===== src/rtl/rv_pipe_pkg.sv =====
// Shared pipeline types and constants for the RV front end.
package rv_pipe_pkg;
  localparam int XLEN = 32;
  localparam logic [31:0] NOP_INSTR = 32'h0000_0013;
  localparam logic [31:0] DEFAULT_RESET_PC = 32'h0000_0000;

  typedef struct packed {
    logic [31:0] instr;
    logic [31:0] pc;
  } fetch_entry_t;
endpackage


===== src/rtl/instruction_fetch_if.sv =====
// Fetch-stage bus bundle: instruction memory port, EX redirect and decode handshake.
interface instruction_fetch_if;
  import rv_pipe_pkg::*;

  logic [XLEN-1:0] imem_addr;
  logic [XLEN-1:0] imem_rdata;
  logic            redirect_valid;
  logic [XLEN-1:0] redirect_pc;
  logic            id_valid;
  logic            id_ready;
  logic [XLEN-1:0] id_instr;
  logic [XLEN-1:0] id_pc;
  logic [XLEN-1:0] id_pc_plus4;
  logic            fetch_fault;

  modport master (
    output imem_addr, id_valid, id_instr, id_pc, id_pc_plus4, fetch_fault,
    input  imem_rdata, redirect_valid, redirect_pc, id_ready
  );

  modport slave (
    input  imem_addr, id_valid, id_instr, id_pc, id_pc_plus4, fetch_fault,
    output imem_rdata, redirect_valid, redirect_pc, id_ready
  );
endinterface


===== src/rtl/fetch_queue.sv =====
// In-order circular FIFO of fetched {instr, pc} entries; push and pop may coincide when full.
module fetch_queue
  import rv_pipe_pkg::*;
#(
  parameter int DEPTH = 2
) (
  input  logic         clk,
  input  logic         rst,
  input  logic         push_i,
  input  logic         pop_i,
  input  logic         flush_i,
  input  fetch_entry_t wdata_i,
  output fetch_entry_t head_o,
  output logic         full_o,
  output logic         empty_o
);
  localparam int PW = $clog2(DEPTH);
  localparam int CW = PW + 1;

  fetch_entry_t  mem_q [DEPTH];
  logic [PW-1:0] rdPtr_q, rdPtr_d, wrPtr_q, wrPtr_d;
  logic [CW-1:0] count_q, count_d;
  logic          doPush, doPop;

  assign full_o  = (count_q == CW'(DEPTH));
  assign empty_o = (count_q == '0);
  assign doPop   = pop_i & ~empty_o;
  assign doPush  = push_i & (~full_o | doPop);
  assign head_o  = mem_q[rdPtr_q];

  // Flush wins over any push/pop in the same cycle.
  always_comb begin
    rdPtr_d = rdPtr_q;
    wrPtr_d = wrPtr_q;
    count_d = count_q;
    if (flush_i) begin
      rdPtr_d = '0;
      wrPtr_d = '0;
      count_d = '0;
    end else begin
      if (doPush) wrPtr_d = wrPtr_q + PW'(1);
      if (doPop)  rdPtr_d = rdPtr_q + PW'(1);
      count_d = count_q + CW'(doPush) - CW'(doPop);
    end
  end

  always_ff @(posedge clk) begin
    if (rst) begin
      rdPtr_q <= '0;
      wrPtr_q <= '0;
      count_q <= '0;
    end else begin
      rdPtr_q <= rdPtr_d;
      wrPtr_q <= wrPtr_d;
      count_q <= count_d;
    end
  end

  always_ff @(posedge clk) begin
    if (doPush && !flush_i) mem_q[wrPtr_q] <= wdata_i;
  end
endmodule


===== src/rtl/instruction_fetch.sv =====
// Fetch stage: PC register, redirect handling with misalignment fault, queue and decode-side muxing.
module instruction_fetch
  import rv_pipe_pkg::*;
#(
  parameter logic [31:0] RESET_PC = DEFAULT_RESET_PC,
  parameter int          QDEPTH   = 2
) (
  input logic                 clk,
  input logic                 rst,
  instruction_fetch_if.master bus
);
  logic [XLEN-1:0] pc_q, pc_d;
  logic            fault_q, fault_d;
  logic            qFull, qEmpty, pop, push;
  fetch_entry_t    head, wdata;

  assign bus.imem_addr = pc_q;
  assign pop   = ~qEmpty & bus.id_ready;
  assign push  = ~fault_q & ~bus.redirect_valid & (~qFull | pop);
  assign wdata = '{instr: bus.imem_rdata, pc: pc_q};

  // A misaligned target is rounded down and fetching stalls until a clean redirect.
  always_comb begin
    pc_d    = pc_q;
    fault_d = fault_q;
    if (bus.redirect_valid) begin
      pc_d    = {bus.redirect_pc[XLEN-1:2], 2'b00};
      fault_d = (bus.redirect_pc[1:0] != 2'b00);
    end else if (push) begin
      pc_d = pc_q + 32'd4;
    end
  end

  always_ff @(posedge clk) begin
    if (rst) begin
      pc_q    <= RESET_PC;
      fault_q <= 1'b0;
    end else begin
      pc_q    <= pc_d;
      fault_q <= fault_d;
    end
  end

  fetch_queue #(.DEPTH(QDEPTH)) u_queue (
    .clk     (clk),
    .rst     (rst),
    .push_i  (push),
    .pop_i   (pop),
    .flush_i (bus.redirect_valid),
    .wdata_i (wdata),
    .head_o  (head),
    .full_o  (qFull),
    .empty_o (qEmpty)
  );

  assign bus.id_valid    = ~qEmpty;
  assign bus.id_instr    = qEmpty ? NOP_INSTR : head.instr;
  assign bus.id_pc       = qEmpty ? '0 : head.pc;
  assign bus.id_pc_plus4 = qEmpty ? '0 : head.pc + 32'd4;
  assign bus.fetch_fault = fault_q;
endmodule


===== src/flat_wrapper.sv =====
// flat-port wrapper written by rule: the top's interface ports become plain ports
module instruction_fetch_flat import rv_pipe_pkg::*;
#(
  parameter logic [31:0] RESET_PC = DEFAULT_RESET_PC,
  parameter int          QDEPTH   = 2
)
  (clk, rst, bus_imem_addr, bus_id_valid, bus_id_instr, bus_id_pc, bus_id_pc_plus4, bus_fetch_fault, bus_imem_rdata, bus_redirect_valid, bus_redirect_pc, bus_id_ready);
  instruction_fetch_if bus_i ();
  input logic clk;
  input logic rst;
  output wire logic [$bits(bus_i.imem_addr)-1:0] bus_imem_addr;
  output wire logic [$bits(bus_i.id_valid)-1:0] bus_id_valid;
  output wire logic [$bits(bus_i.id_instr)-1:0] bus_id_instr;
  output wire logic [$bits(bus_i.id_pc)-1:0] bus_id_pc;
  output wire logic [$bits(bus_i.id_pc_plus4)-1:0] bus_id_pc_plus4;
  output wire logic [$bits(bus_i.fetch_fault)-1:0] bus_fetch_fault;
  input wire logic [$bits(bus_i.imem_rdata)-1:0] bus_imem_rdata;
  input wire logic [$bits(bus_i.redirect_valid)-1:0] bus_redirect_valid;
  input wire logic [$bits(bus_i.redirect_pc)-1:0] bus_redirect_pc;
  input wire logic [$bits(bus_i.id_ready)-1:0] bus_id_ready;
  assign bus_imem_addr = bus_i.imem_addr;
  assign bus_id_valid = bus_i.id_valid;
  assign bus_id_instr = bus_i.id_instr;
  assign bus_id_pc = bus_i.id_pc;
  assign bus_id_pc_plus4 = bus_i.id_pc_plus4;
  assign bus_fetch_fault = bus_i.fetch_fault;
  assign bus_i.imem_rdata = bus_imem_rdata;
  assign bus_i.redirect_valid = bus_redirect_valid;
  assign bus_i.redirect_pc = bus_redirect_pc;
  assign bus_i.id_ready = bus_id_ready;
  instruction_fetch #(.RESET_PC(RESET_PC), .QDEPTH(QDEPTH)) u_core (.clk(clk), .rst(rst), .bus(bus_i));
endmodule

===== config.mk =====
export PLATFORM = sky130hd
export DESIGN_NAME = instruction_fetch_flat
export DESIGN_NICKNAME = d
export VERILOG_FILES = /design/src/rtl/rv_pipe_pkg.sv /design/src/rtl/instruction_fetch_if.sv /design/src/rtl/fetch_queue.sv /design/src/rtl/instruction_fetch.sv /design/src/flat_wrapper.sv
export SDC_FILE = /design/constraint.sdc
export NUM_CORES = 1
export LEC_CHECK = 0
export CORE_UTILIZATION = 45
export CTS_CLUSTER_DIAMETER = 60
export CTS_CLUSTER_SIZE = 16
export DETAILED_ROUTE_END_ITERATION = 12
export PLACE_DENSITY = 0.81
export SYNTH_ARGS = -nofsm -noshare
export SYNTH_HDL_FRONTEND = slang
export SYNTH_SLANG_ARGS = --single-unit

===== constraint.sdc =====
create_clock -name clk -period 5.2 [get_ports clk]
set_clock_uncertainty 0.2 [all_clocks]
set_input_delay 1.04 -clock clk [delete_from_list [all_inputs] [get_ports clk]]
set_output_delay 1.04 -clock clk [all_outputs]
set_load 0.01 [all_outputs]

=== Word level (Yosys, flattened, before mapping) ===
Memory sizes are Yosys's and may differ from the RTL's. A register that Yosys moved wholly into a read port is not among the register bits.
Cells that the tools add are included.

* Flip-flop bits (word level): 37
* Bits in latches: 0
* RAM bits: 128
* ROM bits: 0
* Output and inout port bits: 130
* Logic and storage cells: 40
* Memories kept: 1

{| class="wikitable"
|+ Memory list
! name !! depth !! bits a word !! read ports !! clocked after memory_dff !! write ports !! RTL line !! text
|-
| u_core.u_queue.mem_q || 2 || 64 || 1 || 1 || 1 || fetch_queue.sv:20 || <nowiki>fetch_entry_t mem_q [DEPTH];</nowiki>
|}

* Add/subtract/negate cells: 6
* $mul: 0
* Div/mod/pow operators: 0
* Order comparisons: 0
* Equality and inequality tests: 1
* Shifts and indexed selects: 0
* Muxes and demuxes: 9
* Bitwise logic cells: 11
* Reduce and logical (&&, ||, !) cells: 6

{| class="wikitable"
|+ Operators by type and width
! cell !! number
|-
| 2-to-1 mux 32 bit || 5
|-
| adder 32 x 3 -> 32 bit, second input constant || 2
|-
| bitwise AND 1 bit || 5
|-
| 2-to-1 mux 1 bit || 4
|-
| inverter 1 bit || 4
|-
| nonzero test 2 bit || 2
|-
| adder 1 bit, second input constant || 2
|-
| adder 2 x 1 -> 2 bit || 1
|-
| == test 2 bit, second input constant || 1
|-
| zero test 2 bit || 1
|-
| OR 1 bit || 2
|-
| OR reduction 2 bit || 1
|-
| subtractor 2 x 1 -> 2 bit || 1
|-
| logical AND 1 bit || 1
|-
| zero test 1 bit || 1
|}

=== Depth between registers and ports, before layout ===
* Depth after elaboration: 9
* Gate-level depth with buffers: 10
* Gate-level depth less buffers: 9

=== By module ===
A second synthesis with hierarchy kept.

* Cells, all modules: 690
* Area, all modules: 8,171.6 µm²

{| class="wikitable"
|+ By module, submodules not included
! module !! instances !! cells an instance !! area an instance (µm²) !! sequential area each (µm²)
|-
| fetch_queue || 1 || 229 || 4,849.7 || 3,943.8
|-
| instruction_fetch || 1 || 461 || 3,321.9 || 620.6
|}

=== Least setup slack after synthesis ===
OpenSTA, ideal clock, no wires.

* Kind: input-to-reg
* Start point: input port bus_id_ready
* End point: memory u_core.u_queue.mem_q[0][10] in the netlist's numbering, enable pin
* Setup time: 482 ps
* Data arrival time: 4,397 ps
* Required time: 4,518 ps
* Slack: 121 ps
* Stages on the path: 5
* Path through: nor3b_1 nor3_4 clkinv_1 clkbuf_1 nor2_1

* Word-level cells in the longest chain between the ends: 7
* Elaborated cells between the ends (all ways): 9
* Those cells by class: 2 x mux; 6 x bitwise; 1 x reduce/logical

{| class="wikitable"
|+ RTL lines
! element !! RTL line !! text
|-
| start, declared || flat_wrapper.sv:20 || <nowiki>input wire logic [$bits(bus_i.id_ready)-1:0] bus_id_ready;</nowiki>
|-
| bitwise AND 1 bit (*) || instruction_fetch.sv:18 || <nowiki>assign pop = ~qEmpty & bus.id_ready;</nowiki>
|-
| OR 1 bit or bitwise AND 1 bit (tied branches) || instruction_fetch.sv:19, fetch_queue.sv:27 ||
|-
| bitwise AND 1 bit or OR 1 bit (tied branches) || instruction_fetch.sv:19, fetch_queue.sv:28 ||
|-
| bitwise AND 1 bit (*) || fetch_queue.sv:28 || <nowiki>assign doPush = push_i & (~full_o | doPop);</nowiki>
|-
| logical AND 1 bit (*) || fetch_queue.sv:60 || <nowiki>if (doPush && !flush_i) mem_q[wrPtr_q] <= wdata_i;</nowiki>
|-
| 2-to-1 mux 1 bit (*) || fetch_queue.sv:60 ||
|-
| 2-to-1 mux 1 bit (not written as such) (*) || fetch_queue.sv:60 ||
|-
| end, declared || fetch_queue.sv:20 ||
|}

Mark *: on every way between the ends. The rest lies on a longest branch, timed or not.

==> impl_metrics.yaml <==
status:
  status: "complete, no violations"
detailed_routing:
  routed_wl_um: 20000
  postRouteAntennaNets: 0
  first_pass_iters: 5
  vias: 6225
  drt_iter0_drc: 443
  avgViaCountPerCell: 5.64
  drc: 0
  routedWlPerCell_um: 18.1
final_layout:
  fin_nets: 943
  num-fill-cells: 1316
  final_cell_mix: "clkdlybuf4s50_1 (191), edfxtp_1 (124), nor2_1 (91)"
  diodes: 0
  drive_above_1_share_pct: 6.23
  final_common_cell: "clkdlybuf4s50_1"
  areaGrowthSynthToFinish_pct: 35.1
clock_network:
  postCtsSetupBuffers: 0
  cts_sinks: 160
  cts.path.max_buffers: 2
  cts_tree: "done"
  path_clk_slew_ps: 60
  cts-buffers-inserted: 17
  cts_root_buf: "clkbuf_16"
  htreeDepth: 4
  cts-resized-gates: 0
  clock_latency_ps: 420
  cts_hold_buf: 0
sta:
  finalCriticalPeriod_ps: 4710
  period_share_pct: 90.5
  finalSetupTns_ps: 0
  tightest_slew_ps: 981
  slew_viol_final: 0
  finalWorstSetupSlack_ps: 493
  setup_viol: 0
  hold_violations: 0
  rsz0062_at_grt: "false"
  max_slew_margin_pct: 34.1
  clock.fmax_mhz: 212
critical_path:
  rr_endpoint: "u_core.u_queue.mem_q[1][48]"
  r2r_slack_ps: 2490
  rr_startpoint: "u_core.u_queue.count_q[0]"
  worstPathArrival_ps: 3470
  r2r_cells: 5
  cp.required_ps: 3960
  critPathCaptureType: "primary output"
  crit_type: "flip-flop to primary output"
  path_max_fanout: 71
  start_kind: "flip-flop"
power:
  power_density_nw_per_um2: 306
  p_leak_nw: 3.33
  ir_drop_uv: 271
grt:
  grt_max_degree: 83
  grt_pass1_vias: 5868
  grt_pass1_wl_um: 31300
  gr-total-overflow: 0
  grt_usage_pct: 22.9
  antenna_found_initial: 0
yosys:
  synth_area_leaders: "edfxtp_1 (48%), dfxtp_1 (9.3%), mux2i_1 (7.8%)"
  syn_area_um2: 7720
  synth_ff_type: "edfxtp_1"
  postSynthCellCount: 688
  synth_warnings: 0
  yosysTopAreaCell: "edfxtp_1"
  avgSynthCellArea_um2: 11.2
  synth_top_area_share_pct: 48.2
  synth_cell_types: 56
  ys_ff_latch: 160
  synth-async-reset-ratio_pct: 0
  synth-seq-area-share_pct: 57.5
  synth_edf_count: 124
hold_path:
  hold_path.class: "flip-flop to flip-flop"
  worstHoldStart: "u_core.bus.imem_addr[31]"
  hold_end: "u_core.u_queue.mem_q[1][31]"
  min_path_cells: 0
floorplanning:
  ioPinCount: 198
  die_x_um: 133
  fp.dieH_um: 133
  core_um2: 16700
  start_util_pct: 46.3
  design.die.area_um2: 17700
  row_count: 47
run:
  cap_violations: 0
placed_design:
  routabilityCongestion: 0.864
  post-place-ws_ps: 916
  portBuffers: 191
  dpl.hpwl_um: 14000
## through the flow
stage               util, %  hold WS, ps  power, mW  instance area (µm²)  std cells
floorplan                 -          320       1.72                 7740        693
global placement       58.9          341       1.94                 9840       1072
detailed placement     58.9          346       1.95                 9840       1072
CTS                    62.5          357       3.22                10400       1103
global route           62.5          368       3.30                10400       1103
finish                 62.5          356       3.20                10400       1103
## sequential cells by signal, summed over array words and instances (netlist names), named ones only
signal and cells:
u_core.u_queue.wrPtr_q 1, u_core.u_queue.rdPtr_q 1, u_core.u_queue.mem_q 124, u_core.u_queue.count_q 2
u_core.bus.fetch_fault 1, u_core.bus.imem_addr 30
## cell families (layout without fill, tap and decap cells)
logic type / count (synthesis) / after routing / share of synthesized area (%)
other: 1 / 6 / 0.0485
AO/OA/AOI/OAI: 102 / 102 / 8.96
flip-flops: 160 / 160 / 57.5
multiplexers: 65 / 65 / 8.50
XOR/XNOR: 28 / 28 / 3.17
buffers and inverters: 53 / 243 / 3.14
adder cells (fa/ha/maj): 4 / 4 / 0.648
AND/OR/NAND/NOR: 275 / 275 / 18.0
## worst max-delay path by stage
stage | start | to | slack [ps] | cells past startpoint
global route | flip-flop | bus_id_pc_plus4[31] | 190 | 8
finish | flip-flop | bus_id_pc_plus4[30] | 490 | 8
detailed placement | flip-flop | bus_id_pc_plus4[30] | 920 | 8
floorplan | bus_id_ready | u_core.u_queue.mem_q[0][10] | 120 | 5
CTS | flip-flop | bus_id_pc_plus4[30] | 450 | 8
global placement | flip-flop | bus_id_pc_plus4[31] | 950 | 8
## cell type report
| cell class | instances | area [µm²] | area share [%] |
|---|---|---|---|
| clock inverter | 12 | 168 | 1.61 |
| inverter | 11 | 41.3 | 0.396 |
| sequential | 160 | 4450 | 42.6 |
| tap | 220 | 275 | 2.64 |
| multi-input combinational | 480 | 3070 | 29.4 |
| timing repair buffer | 201 | 2000 | 19.2 |
| clock buffer | 19 | 433 | 4.15 |
## Yosys cell counts (12+ instances only)
library cell / n
edfxtp_1: 124
nor2_1: 93
mux2i_1: 60
nand2_1: 57
dfxtp_1: 36
nand3_1: 24
nand4_1: 24
clkbuf_1: 23
a21oi_1: 19
a31oi_1: 19
o21ai_0: 17
nor3_1: 16
xnor2_1: 16
xor2_1: 12
## critical path, cell delays in order (launching register included)
cell and delay [ps]:
dfxtp_4 590, buf_12 390, nand4_1 210, a222oi_1 400, buf_4 220, nand3_2 180
o31a_1 360, nor3_1 130, clkdlybuf4s50_1 560
## power by group
| group | internal, mW | switching, mW | total (mW) |
|---|---|---|---|
| clock network | 0.795 | 0.478 | 1.27 |
| registers | 1.45 | 0.0621 | 1.51 |
| logic | 0.208 | 0.204 | 0.412 |
## layer usage
metal,up-vias,part of all wire [%],global-route usage (%),wire length [µm]
li1,2940,-,-,-
met1,2968,45,31.4,8980
met3,27,7.5,4.98,1490
met2,290,46,35.7,9210
met5,-,0,0,0
met4,0,1.5,7.98,297
Note: power is estimated with default switching activity, not from simulation.
